$ cat src/rtl/ppfifo_stream_reader.sv
// Ping-pong FIFO read-side drainer: claims a block, pops its words and re-emits them as a valid/ready stream with o_last.
// Optional PPFIFO_STREAM_READER_STATS_EN adds o_word_count / o_stall_count.
module ppfifo_stream_reader #(
    parameter int DATA_WIDTH = 32,
    parameter int SIZE_WIDTH = 24
) (
    input  logic                  clk,
    input  logic                  rst,
    input  logic                  i_rd_ready,
    output logic                  o_rd_activate,
    input  logic [SIZE_WIDTH-1:0] i_rd_size,
    output logic                  o_rd_stb,
    input  logic [DATA_WIDTH-1:0] i_rd_data,
    output logic [DATA_WIDTH-1:0] o_data,
    output logic                  o_valid,
    input  logic                  i_ready,
    output logic                  o_last,
    output logic                  o_busy,
    output logic [31:0]           o_block_count
`ifdef PPFIFO_STREAM_READER_STATS_EN
    ,
    output logic [31:0]           o_word_count,
    output logic [31:0]           o_stall_count
`endif
);

    typedef enum logic [1:0] {IDLE, READ, RELEASE} state_t;

    state_t                state_reg;
    logic [SIZE_WIDTH-1:0] remaining_reg;
    logic                  in_flight_reg;
    logic                  flight_last_reg;

    logic [DATA_WIDTH-1:0] buf_data_reg [2];
    logic                  buf_last_reg [2];
    logic                  wr_ptr_reg;
    logic                  rd_ptr_reg;
    logic [1:0]            count_reg;

    logic                  push;
    logic                  pop;
    logic [1:0]            room_used;

    assign push      = in_flight_reg;
    assign o_valid   = (count_reg != 2'd0);
    assign pop       = o_valid & i_ready;
    assign o_data    = buf_data_reg[rd_ptr_reg];
    assign o_last    = buf_last_reg[rd_ptr_reg];
    assign o_busy    = (state_reg != IDLE) || o_valid;

    // Words already committed to the buffer after this cycle; a new strobe only if its word will fit.
    assign room_used = count_reg + {1'b0, in_flight_reg} - {1'b0, pop};
    assign o_rd_stb  = (state_reg == READ) && (remaining_reg != '0) && (room_used < 2'd2);

    always_ff @(posedge clk or negedge rst) begin
        if (!rst) begin
            state_reg       <= IDLE;
            remaining_reg   <= '0;
            in_flight_reg   <= 1'b0;
            flight_last_reg <= 1'b0;
            o_rd_activate   <= 1'b0;
            o_block_count   <= 32'd0;
        end else begin
            in_flight_reg <= o_rd_stb;
            if (o_rd_stb) begin
                flight_last_reg <= (remaining_reg == SIZE_WIDTH'(1));
            end
            case (state_reg)
                IDLE: begin
                    if (i_rd_ready) begin
                        remaining_reg <= i_rd_size;
                        o_rd_activate <= 1'b1;
                        state_reg     <= READ;
                    end
                end
                READ: begin
                    if (o_rd_stb) begin
                        remaining_reg <= remaining_reg - SIZE_WIDTH'(1);
                    end
                    // Hold activate until the last popped word has actually arrived.
                    if ((remaining_reg == '0) && !in_flight_reg) begin
                        o_rd_activate <= 1'b0;
                        state_reg     <= RELEASE;
                    end
                end
                RELEASE: begin
                    o_rd_activate <= 1'b0;
                    o_block_count <= o_block_count + 32'd1;
                    state_reg     <= IDLE;
                end
                default: begin
                    state_reg <= IDLE;
                end
            endcase
        end
    end

    always_ff @(posedge clk or negedge rst) begin
        if (!rst) begin
            buf_data_reg[0] <= '0;
            buf_data_reg[1] <= '0;
            buf_last_reg[0] <= 1'b0;
            buf_last_reg[1] <= 1'b0;
            wr_ptr_reg      <= 1'b0;
            rd_ptr_reg      <= 1'b0;
            count_reg       <= 2'd0;
        end else begin
            if (push) begin
                buf_data_reg[wr_ptr_reg] <= i_rd_data;
                buf_last_reg[wr_ptr_reg] <= flight_last_reg;
                wr_ptr_reg               <= ~wr_ptr_reg;
            end
            if (pop) begin
                rd_ptr_reg <= ~rd_ptr_reg;
            end
            case ({push, pop})
                2'b10:   count_reg <= count_reg + 2'd1;
                2'b01:   count_reg <= count_reg - 2'd1;
                default: count_reg <= count_reg;
            endcase
        end
    end

`ifdef PPFIFO_STREAM_READER_STATS_EN
    always_ff @(posedge clk or negedge rst) begin
        if (!rst) begin
            o_word_count  <= 32'd0;
            o_stall_count <= 32'd0;
        end else begin
            if (pop) begin
                o_word_count <= o_word_count + 32'd1;
            end
            if (o_valid && !i_ready) begin
                o_stall_count <= o_stall_count + 32'd1;
            end
        end
    end
`endif

endmodule

$ cat config.mk
export PLATFORM = sky130hd
export DESIGN_NAME = ppfifo_stream_reader
export DESIGN_NICKNAME = d
export VERILOG_FILES = /design/src/rtl/ppfifo_stream_reader.sv
export SDC_FILE = /design/constraint.sdc
export NUM_CORES = 1
export LEC_CHECK = 0
export ABC_AREA = 1
export BUFFER_PORTS_ARGS = -buffer_cell sky130_fd_sc_hd__buf_4
export CAP_MARGIN = 25
export CELL_PAD_IN_SITES_DETAIL_PLACEMENT = 1
export CELL_PAD_IN_SITES_GLOBAL_PLACEMENT = 2
export CORE_UTILIZATION = 32
export CTS_CLUSTER_DIAMETER = 30
export DETAILED_ROUTE_END_ITERATION = 16
export PLACE_DENSITY_LB_ADDON = 0.1
export SLEW_MARGIN = 10
export SYNTH_ARGS = -nofsm -noshare
export SYNTH_HDL_FRONTEND = slang
export SYNTH_SLANG_ARGS = --single-unit
export TNS_END_PERCENT = 20
$ cat constraint.sdc
create_clock -name clk -period 2.1 [get_ports clk]
set_input_delay 0.105 -clock clk [delete_from_list [all_inputs] [get_ports clk]]
set_output_delay 0.105 -clock clk [all_outputs]
set_load 0.02 [all_outputs]
== Yosys cells after proc, flatten, opt, wreduce, memory -nomap -nowiden ==
Index checks and enable logic that the tools add are counted.
Storage, ports and cells
  word-level logic and storage cells: 75
  register bits: 131
  output and inout bits: 69
Cells by class
  bitwise logic cells: 5
  equal/unequal tests: 8
  muxes and demuxes: 22
  $lt $le $gt $ge: 4
  reduce and logical (&&, ||, !) cells: 17
  add/subtract/negate cells: 6
Operators with widths (number)
  32-bit 2-to-1 mux: 4
  64-bit bitwise mux: 1
  24-bit 2-to-1 mux: 2
  24-bit one-hot mux with 2 select lines: 1
  32-bit by 1-bit adder with 32-bit output (second input constant): 1
  32-bit demux with 1-bit select: 1
  24-bit by 1-bit == test with 1-bit output (second input constant): 1
  24-bit zero test: 1
  24-bit nonzero test: 1
  24-bit by 1-bit subtractor with 24-bit output (second input constant): 1
  2-bit one-hot mux with 2 select lines: 2
  2-bit nonzero test: 4
  1-bit 2-to-1 mux: 6
  3-bit AND reduction: 2
  2-bit by 1-bit == test with 1-bit output (second input constant): 2
  2-bit == test (second input constant): 2
  2-bit >= comparator (second input constant): 2
  1-bit logical AND: 4
  2-bit 2-to-1 mux: 2
  2-bit inequality test (second input constant): 2
  1-bit inverter with 2-bit output: 2
  1-bit one-hot mux with 3 select lines: 1
  3-bit nonzero test: 1
  2-bit by 1-bit adder with 2-bit output: 1
  14 further kinds: 15

== Logic depth before layout (Yosys ltp) ==
  word-level depth: 7
  depth in mapped cells: 15
  gate-level depth less buffers: 14

== Worst setup path after synthesis ==
OpenSTA, ideal clock, no wires.
  path kind: register to register
  start point: reg count_reg[0]
  end point: reg remaining_reg[23]
  buffers on the path: 1
  setup time: 0.118 ns
  arrival time: 1.860 ns
  cell stages (with the launch flop): 15
  clock period less this slack: 1.977 ns
  path slack: 0.123 ns
  path through: dfrtp_1 > inv_1 > nand2_1 > nand2_1 > inv_1 > ha_1 > nor2_1 > nand3_1 > nand2_1 > nor2_4 > nand3_4 > nand2_4 > buf_6 > nand3_2 > nand2_1
Between the ends
  longest elaborated chain between the ends: 7
  elaborated cells on any way between the ends: 8
RTL lines
  from (decl): line 38  | logic [1:0] count_reg;
  from (signal assigned): line 117  | 2'b10: count_reg <= count_reg + 2'd1;
  from (signal assigned): line 118  | 2'b01: count_reg <= count_reg - 2'd1;
  from (signal assigned): line 119  | default: count_reg <= count_reg;
  2-bit nonzero test: line 45  | assign o_valid = (count_reg != 2'd0);
  via o_valid: line 15  | output logic o_valid,
  1-bit AND: line 46  | assign pop = o_valid & i_ready;
  via pop: line 41  | logic pop;
  2-bit by 1-bit subtractor with 2-bit output: line 52  | assign room_used = count_reg + {1'b0, in_flight_reg} - {1'b0, pop};
  2-bit < comparator: line 53  | assign o_rd_stb = (state_reg == READ) && (remaining_reg != '0) && (room_used < 2'd2);
  1-bit logical AND: line 53
  2-bit inequality test (no line)
  3-bit AND reduction (no line)
  to (signal assigned): line 71  | remaining_reg <= i_rd_size;
  to (signal assigned): line 78  | remaining_reg <= remaining_reg - SIZE_WIDTH'(1);
  to (decl): line 30  | logic [SIZE_WIDTH-1:0] remaining_reg;
The timed path passes the listed nets, and every way through them passes these cells.
A chain may end at the register's enable or synchronous reset.

== Worst setup path in the final report ==
  start point: reg count_reg[1]
  end point: out o_rd_stb
Between the ends
  longest elaborated chain between the ends: 5
  elaborated cells on any way between the ends: 6
RTL lines
  2-bit nonzero test: line 45
  1-bit AND: line 46
  via pop: line 41
  2-bit by 1-bit subtractor with 2-bit output: line 52
  2-bit < comparator: line 53
  1-bit logical AND: line 53
  to (decl): line 12  | output logic o_rd_stb,
The timed path passes the listed nets, and every way through them passes these cells.

==> flow_summary.ini <==
[clocking]
cts_tree = done
numCtsBuffers = 17
cts_root_buf = clkbuf_16
cts.sinks = 131
cts_buffer_depth = 2
htree_levels = 4
clkLatencyLatePin_ns = 0.43
clk_pin_slew_ns = 0.06

[finish]
area_delta_synth_final_pct = 36.5
largest_reg_flops = 64
drive_above_1_share = 0.229
fin_cells = 1382
diodes = 0
final_nets = 1165

[timing]
slew_violations = 0
timing.final.ws_setup_ns = 0.114
hold_viol = 0
whs_ns = 0.00813
post-route-period-util = 0.946
setup_viol = 0
timing.fmax_mhz = 504
final.setup_skew_ns = 0.0109
tightest_slew_ns = 0.568
period_needed_ns = 1.99
relSlewSlack = 0.621

[worst_setup_path]
cp.arrival_ns = 1.88
slowest_stage = dfrtp_1
worstPathCellList = inv_2 -> nand2_2 -> nand2_2 -> inv_2 -> ha_4 -> nor2_4 -> nand3_2 -> nand2_2 -> nor2_4 -> nand2_2 -> inv_2 -> buf_6
r2r_cells = 15
slowest_delay_ns = 0.40
crit_path_start_kind = register
regToRegEndpoint = remaining_reg[15]$_DFFE_PN0P_
crit_path_end_kind = output port
crit_buf_inv = 4
cp_num_cells = 12
crit_family = simple AND/OR/NAND/NOR gates
r2r_slack_ns = 0.14
critPathLaunch = count_reg[1]$_DFFE_PN0P_
crit_fanout = 3
cp_common_cell = nand2_2
r2r-start = count_reg[1]$_DFFE_PN0P_
crit_type = reg -> out
critical_path_required_ns = 2.00

[placed_design]
pre_cts_ws_ns = 0.0499
gp_congestion = 0.756
port_buffers = 128
dp.cells = 1299
hpwl_um = 13800

[yosys]
yosysMostFrequentCell = nand2_1
netlist_area_mm2 = 0.00699
synth_common_cells = nand2_1, dfrtp_1, inv_1, o21ai_0, nor2_1
synth-seq-cells = 131
netlist_instances = 907
synthArstFlopShare = 1.00
synth_edf_count = 0
syn_nets = 978
yosysTopAreaCellShare = 0.469
synth.distinct_cells = 34
synth.yosys.seq_area_share = 0.469
ys.flop_type = dfrtp_1
ys_warn_count = 0
synth.area.top_cells = dfrtp_1, nand2_1, o21ai_0
syn_area_per_cell_um2 = 7.71
yosysTopAreaCell = dfrtp_1

[global_routing]
grt_use_total = 0.192
antenna_found_initial = 0
grt.overflow.total = 0
grt_pass1_wl_um = 33800
grt_max_degree = 68
grt_pass1_vias = 6790

[floorplanning]
row_count = 53
fp.coreArea_mm2 = 0.0212
die_w_um = 150
die_area_mm2 = 0.0225
start_util = 0.330
die_h_um = 150
io_pins = 129

[route]
route.detailed.drc = 0
routed_wl_um = 19900
vias_per_cell = 4.60
vias = 6362
drt-pass1-iter-count = 4
drt_iter0_markers = 155
routedWlPerCell_um = 14.4
ant_nets = 0

[pwr]
power_mw = 13.5
p_int_mw = 7.84
swShare = 0.421
power.share.clock = 0.231
comb_power_share = 0.465
p_leak_nw = 4.95
pwr-share-seq = 0.304
netSwitchingPower_mw = 5.69
max-vdd-ir-drop_uv = 628
p_per_area_mw_per_mm2 = 1420

[job]
drv_cap = 0

[hold_path]
min_from = i_rd_size[18]
holdPathStages = 5
worstHoldEndpoint = remaining_reg[18]$_DFFE_PN0P_
worstHoldPathType = in -> reg

[outcome]
outcome = finished clean
how the worst max path moves through the flow:
| stage | to | slack, ns |
|---|---|---|
| after detailed placement | remaining_reg[11]$_DFFE_PN0P_ | 0.05 |
| after CTS | o_rd_stb | 0.005 |
| after global placement | remaining_reg[15]$_DFFE_PN0P_ | 0.13 |
| final | o_rd_stb | 0.11 |
| after floorplan | remaining_reg[23]$_DFFE_PN0P_ | 0.12 |
| after global routing | o_rd_stb | -0.02 |
cells by family (layout without fill, tap and decap cells):
logic type | after synthesis | after routing | share of synthesized area
AOI/OAI and AO/OA | 95 | 95 | 0.0746
DFF | 131 | 131 | 0.469
muxes | 1 | 1 | 0.00161
and+or+nand+nor | 515 | 515 | 0.325
xor gates and xnor gates | 32 | 32 | 0.0401
adders and majority gates | 11 | 11 | 0.0197
buffers and inverters | 122 | 322 | 0.0703
metal layers:
metal  GRT usage  wire length (µm)
met5           0                 0
met4      0.0672               290
met3      0.0271               478
met2       0.331              9880
met1       0.244              9260
worst reg2reg max path, delay by kind of cell (launching register included):
family	cells	cell delay (ns)
adders and majority gates	1	0.21
and+or+nand+nor	9	0.75
DFF	1	0.40
buffers and inverters	4	0.44
AOI/OAI and AO/OA	1	0.05
power by group through the flow:
stage | logic [mW] | registers, mW | clock network [mW]
3_5_place_dp | 6.16 | 4.16 | 0
6_report | 6.29 | 4.11 | 3.12
4_1_cts | 6.34 | 4.12 | 3.22
2_1_floorplan | 4.01 | 3.98 | 0
3_3_place_gp | 6.07 | 4.13 | 0
5_1_grt | 7.16 | 4.26 | 3.30
cell usage in the layout (no fill, tap or decap), types with 21 or more instances in the layout:
cell             n
inv_1           83
nand3_1         56
dfrtp_1        131
nor2_1          60
xor2_1          21
dlygate4sd3_1   47
nand2_1        325
o21ai_0         76
buf_4          145
area by class of cell:
class | instances | area, µm²
inverters | 90 | 339
repair buffers | 200 | 1700
multi-input cells | 654 | 3270
flip-flops and latches | 131 | 3280
fillers | 2596 | 11700
clock buffers | 19 | 443
well taps | 275 | 344
clock inverters | 13 | 175
per-stage QoR:
step	utilization	setup TNS [ns]	cell area [µm²]
final	0.450	0	9550
after global routing	0.450	-0.0188	9550
after CTS	0.448	0	9510
after detailed placement	0.395	0	8390
after global placement	0.395	0	8390
after floorplan	-	0	6990
timing repair:
action                     in CTS  in global routing
pin swaps                       2                  3
buffers inserted                2                  2
hold buffers                   47                  0
setup endpoints to repair       1                  1
resized for setup               9                  6
hold endpoints to repair      130                  0
Note: power is estimated with default switching activity, not from simulation.
